**src/rtl/alu_mc.sv**
```systemverilog
// alu_mc: multi-cycle signed ALU with valid/ready handshakes on both sides.
// MUL/DIV iterate one bit per cycle on operand magnitudes, sharing one 2*WIDTH register.
`ifndef WORD_SIZE
`define WORD_SIZE 16
`endif
`ifndef ADD
`define ADD 5'h00
`endif
`ifndef SUB
`define SUB 5'h01
`endif
`ifndef COMP
`define COMP 5'h02
`endif
`ifndef MUL
`define MUL 5'h03
`endif
`ifndef DIV
`define DIV 5'h04
`endif

module alu_mc #(
    parameter int WIDTH = `WORD_SIZE
) (
    input  logic             clk,
    input  logic             rst_n,
    input  logic             in_valid,
    output logic             in_ready,
    input  logic [WIDTH-1:0] a,
    input  logic [WIDTH-1:0] b,
    input  logic [4:0]       opcode,
    output logic             out_valid,
    input  logic             out_ready,
    output logic [WIDTH-1:0] c,
    output logic             overflow,
    output logic [1:0]       comp_flag,
    output logic             div_zero,
    output logic             illegal
);
    localparam int CW = $clog2(WIDTH + 1);

    typedef enum logic [1:0] {IDLE, EXEC, BUSY, DONE} state_t;

    state_t           state;
    logic [WIDTH-1:0] op_a, op_b, hi, lo;
    logic [4:0]       op_code;
    logic [CW-1:0]    count;

    logic             neg, iterate, finish;
    logic [WIDTH-1:0] mag_a, mag_b, sum, diff;
    logic [WIDTH:0]   mul_sum, div_shift, div_trial;
    logic [WIDTH-1:0] mul_hi, mul_lo, div_hi, div_lo, quot;
    logic [2*WIDTH-1:0] prod;
    logic [WIDTH-1:0] res_c;
    logic             res_ovf, res_dz, res_ill;
    logic [1:0]       res_cmp;

    // One shift-add (MUL) or restoring-subtract (DIV) step; {hi,lo} is product or {remainder,quotient}.
    always_comb begin
        neg       = op_a[WIDTH-1] ^ op_b[WIDTH-1];
        mag_a     = op_a[WIDTH-1] ? -op_a : op_a;
        mag_b     = op_b[WIDTH-1] ? -op_b : op_b;
        sum       = op_a + op_b;
        diff      = op_a - op_b;
        mul_sum   = {1'b0, hi} + (lo[0] ? {1'b0, mag_b} : '0);
        mul_hi    = mul_sum[WIDTH:1];
        mul_lo    = {mul_sum[0], lo[WIDTH-1:1]};
        div_shift = {hi, lo[WIDTH-1]};
        div_trial = div_shift - {1'b0, mag_b};
        div_hi    = div_trial[WIDTH] ? div_shift[WIDTH-1:0] : div_trial[WIDTH-1:0];
        div_lo    = {lo[WIDTH-2:0], ~div_trial[WIDTH]};
        prod      = neg ? -{mul_hi, mul_lo} : {mul_hi, mul_lo};
        quot      = neg ? -div_lo : div_lo;
        iterate   = (op_code == `MUL) || ((op_code == `DIV) && (op_b != '0));
        finish    = ((state == EXEC) && !iterate) || ((state == BUSY) && (count == CW'(1)));
    end

    always_comb begin
        res_c   = '0;
        res_ovf = 1'b0;
        res_cmp = 2'b00;
        res_dz  = 1'b0;
        res_ill = 1'b0;
        if (state == BUSY) begin
            if (op_code == `MUL) begin
                res_c   = prod[WIDTH-1:0];
                res_ovf = prod[2*WIDTH-1:WIDTH] != {WIDTH{prod[WIDTH-1]}};
            end else begin
                // Only MIN / -1 yields a positive quotient of magnitude 2^(WIDTH-1).
                res_c   = quot;
                res_ovf = !neg && div_lo[WIDTH-1];
            end
        end else begin
            case (op_code)
                `ADD: begin
                    res_c   = sum;
                    res_ovf = (op_a[WIDTH-1] == op_b[WIDTH-1]) && (sum[WIDTH-1] != op_a[WIDTH-1]);
                end
                `SUB: begin
                    res_c   = diff;
                    res_ovf = (op_a[WIDTH-1] != op_b[WIDTH-1]) && (diff[WIDTH-1] != op_a[WIDTH-1]);
                end
                `COMP: res_cmp = {$signed(op_a) > $signed(op_b), op_a == op_b};
                `MUL: res_c = '0;
                `DIV: begin
                    res_ovf = (op_b == '0);
                    res_dz  = (op_b == '0);
                end
                default: res_ill = 1'b1;
            endcase
        end
    end

    always_ff @(posedge clk or negedge rst_n) begin
        if (!rst_n) begin
            state     <= IDLE;
            in_ready  <= 1'b1;
            out_valid <= 1'b0;
            op_a      <= '0;
            op_b      <= '0;
            op_code   <= '0;
            hi        <= '0;
            lo        <= '0;
            count     <= '0;
            c         <= '0;
            overflow  <= 1'b0;
            comp_flag <= 2'b00;
            div_zero  <= 1'b0;
            illegal   <= 1'b0;
        end else begin
            if (finish) begin
                state     <= DONE;
                out_valid <= 1'b1;
                c         <= res_c;
                overflow  <= res_ovf;
                comp_flag <= res_cmp;
                div_zero  <= res_dz;
                illegal   <= res_ill;
            end
            case (state)
                IDLE: if (in_valid) begin
                    op_a     <= a;
                    op_b     <= b;
                    op_code  <= opcode;
                    in_ready <= 1'b0;
                    state    <= EXEC;
                end
                EXEC: if (iterate) begin
                    hi    <= '0;
                    lo    <= mag_a;
                    count <= CW'(WIDTH);
                    state <= BUSY;
                end
                BUSY: begin
                    hi    <= (op_code == `MUL) ? mul_hi : div_hi;
                    lo    <= (op_code == `MUL) ? mul_lo : div_lo;
                    count <= count - 1'b1;
                end
                DONE: if (out_ready) begin
                    out_valid <= 1'b0;
                    in_ready  <= 1'b1;
                    state     <= IDLE;
                end
                default: state <= IDLE;
            endcase
        end
    end
endmodule

```
**config.mk**
```make
export PLATFORM = sky130hd
export DESIGN_NAME = alu_mc
export DESIGN_NICKNAME = d
export VERILOG_FILES = /design/src/rtl/alu_mc.sv
export SDC_FILE = /design/constraint.sdc
export NUM_CORES = 1
export LEC_CHECK = 0
export ABC_AREA = 1
export CAP_MARGIN = 0
export CORE_MARGIN = 5
export CORE_UTILIZATION = 30
export DETAILED_ROUTE_END_ITERATION = 10
export GPL_TIMING_DRIVEN = 1
export PLACE_DENSITY = 0.47
export SLEW_MARGIN = 5
export SYNTH_ARGS = -nofsm -noshare
export SYNTH_HDL_FRONTEND = slang
export SYNTH_SLANG_ARGS = --single-unit
```
**constraint.sdc**
```tcl
create_clock -name clk -period 4.5 [get_ports clk]
set_input_delay 0.9 -clock clk [delete_from_list [all_inputs] [get_ports clk]]
set_output_delay 0.9 -clock clk [all_outputs]
set_load 0.02 [all_outputs]
```
==> impl_metrics.env <==
export IMPL_worst_slew_pin_transition_ns=0.918
export IMPL_synth_edff_count=0
export IMPL_vias_per_cell=5.09
export IMPL_slew_headroom=0.388
export IMPL_ys_types=57
export IMPL_die_y_um=195
export IMPL_placed_cells=2126
export IMPL_yosysTopAreaCell="dfrtp_1"
export IMPL_syn_area_per_cell_um2=6.24
export IMPL_ys_flop_type="dfrtp_1"
export IMPL_cap_violations=0
export IMPL_seq_area_um2=2480
export IMPL_setup_slack_ns=0.403
export IMPL_yosysSeqAreaShare=0.242
export IMPL_overflow=0
export IMPL_yosys_warnings=0
export IMPL_max_stage_delay_ns=0.43
export IMPL_synth_fp_nets=1754
export IMPL_instances_no_fill=2142
export IMPL_preCtsSetupSlack_ns=0.0679
export IMPL_synth_top_area_share=0.240
export IMPL_die_x_um=195
export IMPL_final_common_cell="nand2_1"
export IMPL_period_minus_slack_ns=4.10
export IMPL_end_kind="register"
export IMPL_synth_ff_latch_count=99
export IMPL_ant_nets=0
export IMPL_clkTransAtPathRegs_ns=0.08
export IMPL_crit_arrival_ns=4.41
export IMPL_cts_tree="yes"
export IMPL_cts_root_buf="clkbuf_16"
export IMPL_dp_hpwl_mm=31.3
export IMPL_antenna_found_initial=0
export IMPL_place_congestion=0.906
export IMPL_hold_viol_final=0
export IMPL_area_growth_synth_to_final_pct=15.0
export IMPL_critPathKind="reg2reg"
export IMPL_setup_viol=0
export IMPL_layout_drive_gt1_share=0.0673
export IMPL_hp_class="reg2reg"
export IMPL_core_um2=33600
export IMPL_drc=0
export IMPL_async_reset_ff_frac=1.00
export IMPL_clock_latency_ns=0.37
export IMPL_vias=10900
export IMPL_maxSlewViolCount=0
export IMPL_synthCells=1640
export IMPL_start_util=0.305
export IMPL_synth_area_leaders="dfrtp_1, nand2_1, ha_1"
export IMPL_critPathSlowestCell="dfrtp_1"
export IMPL_wl_mm=38.8
export IMPL_numCtsBuffers=9
export IMPL_status="finished clean"
export IMPL_layout_common_cells="nand2_1, inv_1, nor2_1, o21ai_0, nand3_1"
export IMPL_fmax_mhz=244
export IMPL_nets=1803
export IMPL_critical_path_required_ns=4.81
export IMPL_rows=67
export IMPL_htree_levels=3
export IMPL_die_area_um2=37900
export IMPL_netlist_area_um2=10200
export IMPL_post_route_period_util=0.910
export IMPL_setup_tns_ns=0
export IMPL_rsz0062_at_grt="no"
export IMPL_cp_max_fo=6
export IMPL_final_setup_skew_ns=0.0160
export IMPL_cts_sinks=99
export IMPL_grt_pass1_vias=10600
export IMPL_worstSetupStartpointType="register"
export IMPL_multi_input_area_um2=6790
export IMPL_crit_top_cell="inv_1"
export IMPL_dr_pass1_iters=5
export IMPL_grt_max_degree=66
export IMPL_cts_buffer_depth=2
export IMPL_port_buffers=63
export IMPL_post_cts_buffers=0
export IMPL_wl_per_cell_um=18.1
export IMPL_fillCellCount=3726
export IMPL_grt_pass1_wl_mm=61.0
export IMPL_num_io_pins=64
export IMPL_track_usage=0.202
export IMPL_drtIter0Drc=783
export IMPL_diodes=0
## worst paths after layout
kind,from,to,slack (ns),cells past startpoint
max,op_b[1],c[8],0.40,28
min,in_ready,in_ready,0.47,2
max reg2reg,op_b[1],c[8],0.40,28
min reg2reg,in_ready,in_ready,0.47,2
max in group asynchronous,rst_n,op_a[8],2.82,2
min in group asynchronous,rst_n,out_valid,0.65,1
## state kept, by name (all words and copies together) (netlist names)
register / count
lo: 16
in_ready: 1
c: 16
op_code: 5
op_b: 16
state: 2
out_valid: 1
div_zero: 1
hi: 16
count: 5
overflow: 1
illegal: 1
op_a: 16
comp_flag: 2
## metrics by stage
| step | instance area, um2 | util | hold slack, ns |
|---|---|---|---|
| finish | 11800 | 0.350 | 0.475 |
| global route | 11800 | 0.350 | 0.504 |
| CTS | 11700 | 0.348 | 0.479 |
| detailed placement | 11400 | 0.339 | 0.459 |
| global placement | 11400 | 0.339 | 0.457 |
| floorplan | 10200 | - | 0.472 |
## kinds of logic after synthesis
logic type,share of synthesized area
xor gates and xnor gates,0.0343
AOI/OAI and AO/OA,0.195
adders and majority gates,0.0922
and+or+nand+nor,0.334
buffers and inverters,0.101
muxes,0.000978
DFF,0.242
## routing by layer
layer | vias up | wire length (um) | GRT usage
li1 | 5517 | - | -
met1 | 5031 | 17700 | 0.271
met2 | 291 | 17900 | 0.336
met3 | 64 | 1760 | 0.0249
met4 | 0 | 1380 | 0.0708
met5 | - | 0 | 0
## critical path, delay by kind of cell, from the launching register on
family	cells	cell delay [ns]
flip-flops	1	0.43
adder cells (fa/ha/maj)	3	0.68
AO/OA/AOI/OAI	4	0.59
XOR/XNOR	2	0.35
AND/OR/NAND/NOR	12	1.33
buffers and inverters	7	0.65
## area by class of cell
class / count / area share
clock inverter: 7 / 0.00702
multi-input combinational: 1275 / 0.577
tap: 448 / 0.0476
clock buffer: 9 / 0.0191
timing repair buffer: 87 / 0.0697
inverter: 217 / 0.0692
sequential: 99 / 0.211
## Yosys cell counts (14+ instances only)
master and instances:
ha_1 69, inv_1 206, nand4_1 19, dfrtp_1 98
clkbuf_1 33, a21oi_1 105, nor3_1 21, o21ai_0 148
nand2_1 425, xor2_1 29, nand3_1 122, nor2_1 175
o211ai_1 14, a211oi_1 16, a31oi_1 21, nand2_2 15
## timing repair
action | 4_1_cts | 5_1_grt
gates resized for setup | 0 | 17
hold buffers | 0 | 0
endpoints found under the setup margin | 0 | 19
Power is not shown: default switching activity piles up to over one toggle a cycle in this logic, so the estimate is an artifact.
